File: src/rtl/life_pkg.sv
// life_pkg: shared grid type, cell count and controller state encoding
package life_pkg;
  localparam int N_CELLS = 64;
  typedef logic [N_CELLS-1:0] grid_t;
  typedef enum logic [2:0] {
    IDLE  = 3'd0,
    LOAD  = 3'd1,
    PAUSE = 3'd2,
    RUN   = 3'd3,
    GEN   = 3'd4,
    EVAL  = 3'd5,
    HALT  = 3'd6
  } state_t;
endpackage

File: src/rtl/life_if.sv
// life_if: controller <-> Game of Life datapath link
// grid_load/grid_seed: seed transfer; gen_en: advance one generation; grid_in: current grid back from datapath
interface life_if;
  import life_pkg::*;
  grid_t grid_in;
  grid_t grid_seed;
  logic  grid_load;
  logic  gen_en;
  modport master(output grid_load, grid_seed, gen_en, input grid_in);
  modport slave(input grid_load, grid_seed, gen_en, output grid_in);
endinterface

File: src/rtl/life_tick_div.sv
// life_tick_div: free-run rate divider, tc high when the count sits at TICK_DIV-1
// clk/reset: clock and async active-low reset; clr: sync clear; en: count enable; tc: terminal count
module life_tick_div #(
  parameter int TICK_DIV = 4
) (
  input  logic clk,
  input  logic reset,
  input  logic clr,
  input  logic en,
  output logic tc
);
  localparam int W = TICK_DIV > 1 ? $clog2(TICK_DIV) : 1;
  logic [W-1:0] cnt;
  assign tc = cnt == W'(TICK_DIV - 1);
  always_ff @(posedge clk or negedge reset)
    if (!reset) cnt <= '0;
    else if (clr) cnt <= '0;
    else if (en) cnt <= tc ? '0 : cnt + W'(1);
endmodule

File: src/rtl/life_ctrl.sv
// life_ctrl: seed loading, free-run/single-step sequencing and halt detection for the Game of Life datapath
// clk/reset: clock and async active-low reset; seed/load/run/step: board controls;
// dp: datapath link; gen_count: saturating generation count; state: debug state; extinct/stable: sticky halt flags
module life_ctrl
  import life_pkg::*;
#(
  parameter int TICK_DIV = 4,
  parameter int GEN_W    = 16
) (
  input  logic             clk,
  input  logic             reset,
  input  grid_t            seed,
  input  logic             load,
  input  logic             run,
  input  logic             step,
  life_if.master           dp,
  output logic [GEN_W-1:0] gen_count,
  output logic [2:0]       state,
  output logic             extinct,
  output logic             stable
);
  state_t st, nx;
  grid_t  seed_q, prev_q;
  logic   from_step, tc, ext, stb;
  assign dp.grid_load = st == LOAD;
  assign dp.gen_en    = st == GEN;
  assign dp.grid_seed = seed_q;
  assign state        = st;
  assign ext          = dp.grid_in == '0;
  assign stb          = dp.grid_in == prev_q;
  life_tick_div #(.TICK_DIV(TICK_DIV)) u_tick (
    .clk  (clk),
    .reset(reset),
    .clr  (st != RUN),
    .en   (st == RUN),
    .tc   (tc)
  );
  always_comb begin
    nx = st;
    case (st)
      IDLE:    nx = load ? LOAD : IDLE;
      LOAD:    nx = PAUSE;
      PAUSE:   nx = load ? LOAD : run ? RUN : step ? GEN : PAUSE;
      RUN:     nx = load ? LOAD : !run ? PAUSE : tc ? GEN : RUN;
      GEN:     nx = EVAL;
      EVAL:    nx = (ext || stb) ? HALT : (from_step || !run) ? PAUSE : RUN;
      HALT:    nx = load ? LOAD : HALT;
      default: nx = IDLE;
    endcase
  end
  always_ff @(posedge clk or negedge reset)
    if (!reset) begin
      st        <= IDLE;
      seed_q    <= '0;
      prev_q    <= '0;
      from_step <= 1'b0;
      gen_count <= '0;
      extinct   <= 1'b0;
      stable    <= 1'b0;
    end else begin
      st <= nx;
      if (nx == LOAD) seed_q <= seed;
      if (nx == GEN) from_step <= st == PAUSE;
      if (st == GEN) prev_q <= dp.grid_in;
      if (st == LOAD) begin
        gen_count <= '0;
        extinct   <= 1'b0;
        stable    <= 1'b0;
      end
      if (st == EVAL) begin
        if (gen_count != '1) gen_count <= gen_count + GEN_W'(1);
        extinct <= ext;
        stable  <= stb;
      end
    end
endmodule

File: src/flat_wrapper.sv
// flat-port wrapper written by rule: the top's interface ports become plain ports
module life_ctrl_flat import life_pkg::*;
#(
  parameter int TICK_DIV = 4,
  parameter int GEN_W    = 16
)
  (clk, reset, seed, load, run, step, gen_count, state, extinct, stable, dp_grid_load, dp_grid_seed, dp_gen_en, dp_grid_in);
  life_if dp_i ();
  input  logic clk;
  input  logic reset;
  input  grid_t seed;
  input  logic load;
  input  logic run;
  input  logic step;
  output logic [GEN_W-1:0] gen_count;
  output logic [2:0] state;
  output logic extinct;
  output logic stable;
  output wire logic [$bits(dp_i.grid_load)-1:0] dp_grid_load;
  output wire logic [$bits(dp_i.grid_seed)-1:0] dp_grid_seed;
  output wire logic [$bits(dp_i.gen_en)-1:0] dp_gen_en;
  input wire logic [$bits(dp_i.grid_in)-1:0] dp_grid_in;
  assign dp_grid_load = dp_i.grid_load;
  assign dp_grid_seed = dp_i.grid_seed;
  assign dp_gen_en = dp_i.gen_en;
  assign dp_i.grid_in = dp_grid_in;
  life_ctrl #(.TICK_DIV(TICK_DIV), .GEN_W(GEN_W)) u_core (.clk(clk), .reset(reset), .seed(seed), .load(load), .run(run), .step(step), .dp(dp_i), .gen_count(gen_count), .state(state), .extinct(extinct), .stable(stable));
endmodule
File: config.mk
export PLATFORM = sky130hd
export DESIGN_NAME = life_ctrl_flat
export DESIGN_NICKNAME = d
export VERILOG_FILES = /design/src/rtl/life_pkg.sv /design/src/rtl/life_if.sv /design/src/rtl/life_tick_div.sv /design/src/rtl/life_ctrl.sv /design/src/flat_wrapper.sv
export SDC_FILE = /design/constraint.sdc
export NUM_CORES = 1
export LEC_CHECK = 0
export ABC_AREA = 1
export BUFFER_PORTS_ARGS = -buffer_cell sky130_fd_sc_hd__clkbuf_2
export CAP_MARGIN = 20
export CORE_ASPECT_RATIO = 0.9
export CORE_MARGIN = 2
export CORE_UTILIZATION = 48
export CTS_CLUSTER_SIZE = 20
export DETAILED_ROUTE_END_ITERATION = 8
export PLACE_DENSITY_LB_ADDON = 0.1
export SLEW_MARGIN = 20
export SYNTH_ARGS = -nofsm -noshare
export SYNTH_HDL_FRONTEND = slang
export SYNTH_SLANG_ARGS = --single-unit
File: constraint.sdc
create_clock -name clk -period 1.7 [get_ports clk]
set_input_delay 0.34 -clock clk [delete_from_list [all_inputs] [get_ports clk]]
set_output_delay 0.34 -clock clk [all_outputs]
set_load 0.01 [all_outputs]
# --- Word-level counts from Yosys, hierarchy flattened ---
# Index checks and enable logic that the tools add are counted.
op_classes:
  add_sub_neg: 2
  n_reduce_logical: 7
  eq_ne: 12
  muxes: 20
ops:
  columns: ["operator", "n"]
  rows:
  - ["64-bit == test", 1]
  - ["64-bit logical NOT", 1]
  - ["16-bit two-way mux", 3]
  - ["3-bit two-way mux", 8]
  - ["3-bit one-hot mux with 7 select lines", 1]
  - ["16-bit by 1-bit adder with 16-bit output, second input constant", 1]
  - ["16-bit != test, second input constant", 1]
  - ["3-bit == test, second input constant", 4]
  - ["3-bit by 1-bit == test with 1-bit output, second input constant", 2]
  - ["3-bit by 2-bit == test with 1-bit output, second input constant", 2]
  - ["2-bit two-way mux", 3]
  - ["1-bit two-way mux", 5]
  - ["2-bit nonzero test", 2]
  - ["3-bit logical NOT", 1]
  - ["3-bit by 2-bit != test with 1-bit output, second input constant", 1]
  - ["2-bit by 1-bit adder with 2-bit output, second input constant", 1]
  - ["2-bit == test, second input constant", 1]
  - ["1-bit logical OR", 2]
  - ["1-bit logical NOT", 1]
word_totals:
  wordCells: 49
  register_bits: 152
  output_inout_bits: 87

# --- Depth between registers and ports, before layout ---
logic_depth:
  ltp_word: 6
  mapped_depth: 13

# --- By module ---
# A second synthesis with hierarchy kept.
hier_totals:
  hier_cells: 1035
  area_unflattened_um2: 7752.4
by_module_without_submodules:
  columns: ["mod", "seq_area_each_um2", "cells_per_inst", "instances", "area_per_inst_um2"]
  rows:
  - ["life_ctrl", 3753.6, 1023, 1, 7651.1]
  - ["life_tick_div", 50.0, 12, 1, 101.3]

# --- Worst setup path before layout ---
# No wires, ideal clock.
synth_timing:
  kind: "register -> register"
  startpoint: "register u_core.st[0] (netlist: u_core.state[0])"
  endpoint: "register u_core.gen_count[15]"
  path_buffers: 1
  setup_slack_ns: 0.080
  arrival_time_ns: 1.491
  path_stages_with_launch: 9
  synth_period_minus_slack_ns: 1.620
  cell_sequence: "dfrtp_1 -> inv_1 -> nor2_2 -> inv_1 -> nor2_1 -> inv_1 -> clkbuf_1 -> a21oi_1 -> a21oi_1"
synth_via:
  elab_chain_len: 4
  word_cells_on_any_way: 5
synth_rtl:
  columns: ["item", "line_no", "text"]
  rows:
  - ["start: declaration", "life_ctrl.sv:22", "state_t st, nx;"]
  - ["start signal: assignment", "life_ctrl.sv:61", "st <= nx;"]
  - ["3-bit by 1-bit == test with 1-bit output (*)", null, null]
  - ["named net dp_grid_load", "flat_wrapper.sv:19", "output wire logic [$bits(dp_i.grid_load)-1:0] dp_grid_load;"]
  - ["16-bit two-way mux (*)", "life_ctrl.sv:65", "if (st == LOAD) begin"]
  - ["16-bit two-way mux", "life_ctrl.sv:71", "if (gen_count != '1) gen_count <= gen_count + GEN_W'(1);"]
  - ["16-bit two-way mux (*)", "life_ctrl.sv:70", "if (st == EVAL) begin"]
  - ["end signal: assignment", "life_ctrl.sv:71", null]
  - ["end: declaration", "life_ctrl.sv:17", "output logic [GEN_W-1:0] gen_count,"]
# The timed path passes the listed nets; every way through them passes the cells marked *.
# A chain may end at the register's enable or synchronous reset.

# --- Final worst setup path ---
layout_timing:
  startpoint: "register u_core.st[1] (netlist: u_core.state[1])"
  endpoint: "register u_core.gen_count[5]"
layout_via:
  elab_chain_len: 4
  word_cells_on_any_way: 5
layout_rtl:
  columns: ["item", "line_no"]
  rows:
  - ["3-bit by 1-bit == test with 1-bit output", "life_ctrl.sv:65"]
  - ["16-bit two-way mux", "life_ctrl.sv:65"]
  - ["16-bit two-way mux", "life_ctrl.sv:71"]
  - ["16-bit two-way mux (*)", "life_ctrl.sv:70"]
# Every way passes the cells marked *; elsewhere a longest branch is shown, timed or not.

==> impl_metrics.prom <==
# TYPE chip_impl_metric gauge
chip_impl_metric{name="finalCritPeriodShare",unit="%"} 106
chip_impl_info{name="synthFlopType",value="sky130_fd_sc_hd__dfrtp_1"} 1
chip_impl_metric{name="number_of_distinct_library_cells_after_synthesis",unit=""} 33
chip_impl_metric{name="grt_pass1_vias",unit=""} 7065
chip_impl_metric{name="clock.fmax",unit="MHz"} 556
chip_impl_info{name="violations",value="negative setup slack"} 1
chip_impl_metric{name="instance_count_of_the_mapped_netlist",unit=""} 1026
chip_impl_metric{name="avgViaCountPerCell",unit=""} 4.88
chip_impl_info{name="cts.root.buffer_cell",value="sky130_fd_sc_hd__clkbuf_16"} 1
chip_impl_metric{name="whs",unit="ps"} 135
chip_impl_metric{name="postRouteAntennaNets",unit=""} 0
chip_impl_metric{name="dr_total_vias",unit=""} 7418
chip_impl_info{name="slowest_stage",value="sky130_fd_sc_hd__dfrtp_2"} 1
chip_impl_metric{name="clkLatencyLatePin",unit="ps"} 440
chip_impl_metric{name="crit_arrival",unit="ps"} 2140
chip_impl_info{name="clock_tree_from_tritoncts",value="yes"} 1
chip_impl_info{name="cell_type_with_the_highest_aggregate_area_in_the_netlist",value="sky130_fd_sc_hd__dfrtp_1"} 1
chip_impl_metric{name="worst_slack",unit="ps"} -99.4
chip_impl_metric{name="die_y",unit="µm"} 125
chip_impl_metric{name="die_area",unit="µm²"} 17200
chip_impl_metric{name="timing.final.hold_violations",unit=""} 0
chip_impl_metric{name="cellPowerDensity",unit="nW/µm²"} 1510
chip_impl_metric{name="synth.yosys.seq_area_share",unit="%"} 49.0
chip_impl_metric{name="ir_worst_vdd",unit="mV"} 0.865
chip_impl_metric{name="grt-ovfl-total",unit=""} 0
chip_impl_metric{name="total_leakage_power",unit="nW"} 6.01
chip_impl_metric{name="grt_first_pass_wirelength",unit="µm"} 34100
chip_impl_metric{name="drt_iter0_markers",unit=""} 341
chip_impl_info{name="min_delay_worst_type",value="input pin to register"} 1
chip_impl_metric{name="floorplan.rows",unit=""} 44
chip_impl_metric{name="critical_path_buf_inv_count",unit=""} 3
chip_impl_info{name="cp-end-kind",value="register"} 1
chip_impl_info{name="post-synth-top-count-cell",value="sky130_fd_sc_hd__nand2_1"} 1
chip_impl_metric{name="dp_hpwl",unit="µm"} 14000
chip_impl_metric{name="clockBufferDepth",unit=""} 2
chip_impl_metric{name="relSlewSlack",unit="%"} 72.6
chip_impl_metric{name="cts_num_sinks",unit=""} 152
chip_impl_metric{name="cts.reportedPaths.clkPinSlew",unit="ps"} 70
chip_impl_metric{name="synth-seq-cells",unit=""} 152
chip_impl_metric{name="synth_enable_flop_cells",unit=""} 0
chip_impl_info{name="worst_path_cell_trace",value="nor2_4 -> inv_2 -> buf_6 -> nor2_4 -> o21ai_4 -> buf_6 -> nor3_4 -> nand2_1 -> a22oi_1"} 1
chip_impl_metric{name="drt-pass1-iter-count",unit=""} 5
chip_impl_metric{name="post_synth_instance_area",unit="µm²"} 7770
chip_impl_metric{name="synth_nets",unit=""} 1161
chip_impl_metric{name="setup_viol",unit=""} 71
chip_impl_metric{name="wl_per_cell",unit="µm"} 13.6
chip_impl_metric{name="postRouteWirelength",unit="µm"} 20600
chip_impl_metric{name="boundaryPins",unit=""} 220
chip_impl_metric{name="synth_top_cell_area_share",unit="%"} 49.0
chip_impl_metric{name="n_antenna_cell",unit=""} 0
chip_impl_info{name="worstSetupStartpointType",value="register"} 1
chip_impl_metric{name="post_syn_area_per_cell",unit="µm²"} 7.57
chip_impl_metric{name="biggest_cell_delay_along_the_critical_path",unit="ps"} 460
chip_impl_metric{name="cap_viol_max_count",unit=""} 0
chip_impl_info{name="run_status",value="finished, violations left"} 1
chip_impl_metric{name="worstPathMaxFanout",unit=""} 6
chip_impl_info{name="synth_top_cells_by_area",value="sky130_fd_sc_hd__dfrtp_1, sky130_fd_sc_hd__nand2_1, sky130_fd_sc_hd__inv_1, sky130_fd_sc_hd__nand4_1, sky130_fd_sc_hd__o21ai_0"} 1
chip_impl_metric{name="start_util",unit="%"} 48.6
chip_impl_metric{name="crit_required",unit="ps"} 2040
chip_impl_metric{name="gr-usage-all-layers",unit="%"} 24.5
chip_impl_metric{name="clock_tree.htree_level_count",unit=""} 4
chip_impl_metric{name="timing_worst_slew_pin_value",unit="ps"} 411
chip_impl_metric{name="num-nets-final",unit=""} 1436
chip_impl_info{name="rsz0062_at_grt",value="true"} 1
chip_impl_metric{name="final_count_of_pins_violating_max_slew",unit=""} 0
chip_impl_metric{name="port-buffer-count",unit=""} 219
chip_impl_info{name="synth_common_cells",value="sky130_fd_sc_hd__nand2_1, sky130_fd_sc_hd__dfrtp_1, sky130_fd_sc_hd__inv_1"} 1
chip_impl_metric{name="flow.area_growth_from_synthesis",unit="%"} 34.8
chip_impl_metric{name="yosysWarnings",unit=""} 0
chip_impl_metric{name="die-width",unit="µm"} 138
chip_impl_metric{name="maximum_number_of_pins_on_one_net_before_global_route_repair",unit=""} 63
chip_impl_metric{name="async_flop_share",unit="%"} 100
chip_impl_metric{name="core_area",unit="µm²"} 16000
chip_impl_info{name="cp_top_family",value="simple AND/OR/NAND/NOR gates"} 1
chip_impl_metric{name="cts_buffers",unit=""} 17
chip_impl_metric{name="drc_errors",unit=""} 0
chip_impl_info{name="path_class",value="register to register"} 1
chip_impl_metric{name="worst_clock_skew",unit="ps"} 12.4
chip_impl_metric{name="place_inst",unit=""} 1467
chip_impl_metric{name="drive_gt1_share",unit="%"} 29.3
chip_impl_metric{name="finalWeightedCongestion",unit=""} 0.823
chip_impl_metric{name="antenna_found_initial",unit=""} 0
chip_impl_metric{name="period_needed",unit="ps"} 1800
chip_impl_metric{name="finish.cell_count_without_fillers",unit=""} 1521
## power by group
group | leakage (nW) | internal, mW | switching [mW]
clock network | 0.265 | 2.05 | 1.64
logic | 3.93 | 2.60 | 3.30
registers | 1.81 | 5.17 | 1.04
## stage by stage
step / instance area (µm²) / setup WS [ps] / setup TNS (ps) / power (mW) / utilization [%]
floorplan: 7770 / 79.8 / 0 / 9.55 / -
global placement: 9380 / -183 / -10600 / 11.5 / 58.7
detailed placement: 9380 / -197 / -11480 / 11.7 / 58.7
CTS: 10100 / -105 / -5870 / 15.7 / 63.6
global route: 10500 / -224 / -13950 / 17.1 / 65.6
finish: 10500 / -99.4 / -4140 / 15.8 / 65.6
## worst min-delay path: stages
cell and delay [ps]:
sky130_fd_sc_hd__clkbuf_2 80, sky130_fd_sc_hd__nand4_1 70, sky130_fd_sc_hd__nand2_1 50
## metal layers
layer / vias up / part of all wire, % / GRT usage (%)
met5: - / 0 / 0
met4: 0 / 2.3 / 9.00
met3: 36 / 6.3 / 5.42
met2: 205 / 47 / 39.8
met1: 3403 / 44 / 32.4
li1: 3774 / - / -
## kinds of logic (layout without fill, tap and decap cells)
family,after synthesis,after routing,share of synthesized area [%]
multiplexers,2,2,0.258
adder cells (fa/ha/maj),2,2,0.322
AO/OA/AOI/OAI,85,85,5.77
flip-flops,152,152,49.0
AND/OR/NAND/NOR,591,591,32.2
buffers and inverters,175,463,10.3
XOR/XNOR,19,19,2.14
## what timing repair did
item,4_1_cts,5_1_grt
pin swaps,3,13
resized for setup,17,69
endpoints found under the setup margin,70,83
gates cloned,3,0
hold buffers,1,0
buffers inserted,8,11
hold endpoints to repair,35,0
## cell type report
type / instances / area (µm²)
Fill cell: 1394 / 5490
Sequential cell: 152 / 3800
Multi-Input combinational cell: 699 / 3350
Timing Repair Buffer: 298 / 1970
Inverter: 133 / 514
Clock buffer: 18 / 429
Tap cell: 207 / 259
Clock inverter: 14 / 139
## registers in the layout, summed over array words and instances, names as in the netlist
signal and flops:
u_core.stable 1, u_core.prev_q 64, u_core.gen_count 16, u_core.from_step 1, u_core.dp.grid_seed 64, u_core.state 3
u_core.extinct 1, u_core.u_tick.cnt 2
## path summary, 6_finish.rpt
path                                       from                       to  slack [ps]  depth (start not counted)
setup / recovery                u_core.state[1]      u_core.gen_count[5]        -100                          9
hold / removal                         seed[51]  u_core.dp.grid_seed[51]         130                          3
setup reg to reg                u_core.state[1]      u_core.gen_count[5]        -100                          9
hold reg to reg            u_core.u_tick.cnt[0]     u_core.u_tick.cnt[0]         460                          1
max in group asynchronous                 reset  u_core.dp.grid_seed[46]         730                          3
min in group asynchronous                 reset        u_core.prev_q[40]         380                          2
## layout by cell type, fill, tap and decap left out, drive strengths merged, types with 3 or more instances in the layout
cell type / count
nor2: 82
dfrtp: 152
buf: 79
nand2: 403
xor2: 19
o21ai: 68
nor3: 7
clkinvlp: 4
clkbuf: 234
a21oi: 7
nand4: 76
inv: 139
nand3: 20
clkinv: 3
No activity file was read; power rests on OpenSTA's default activity.
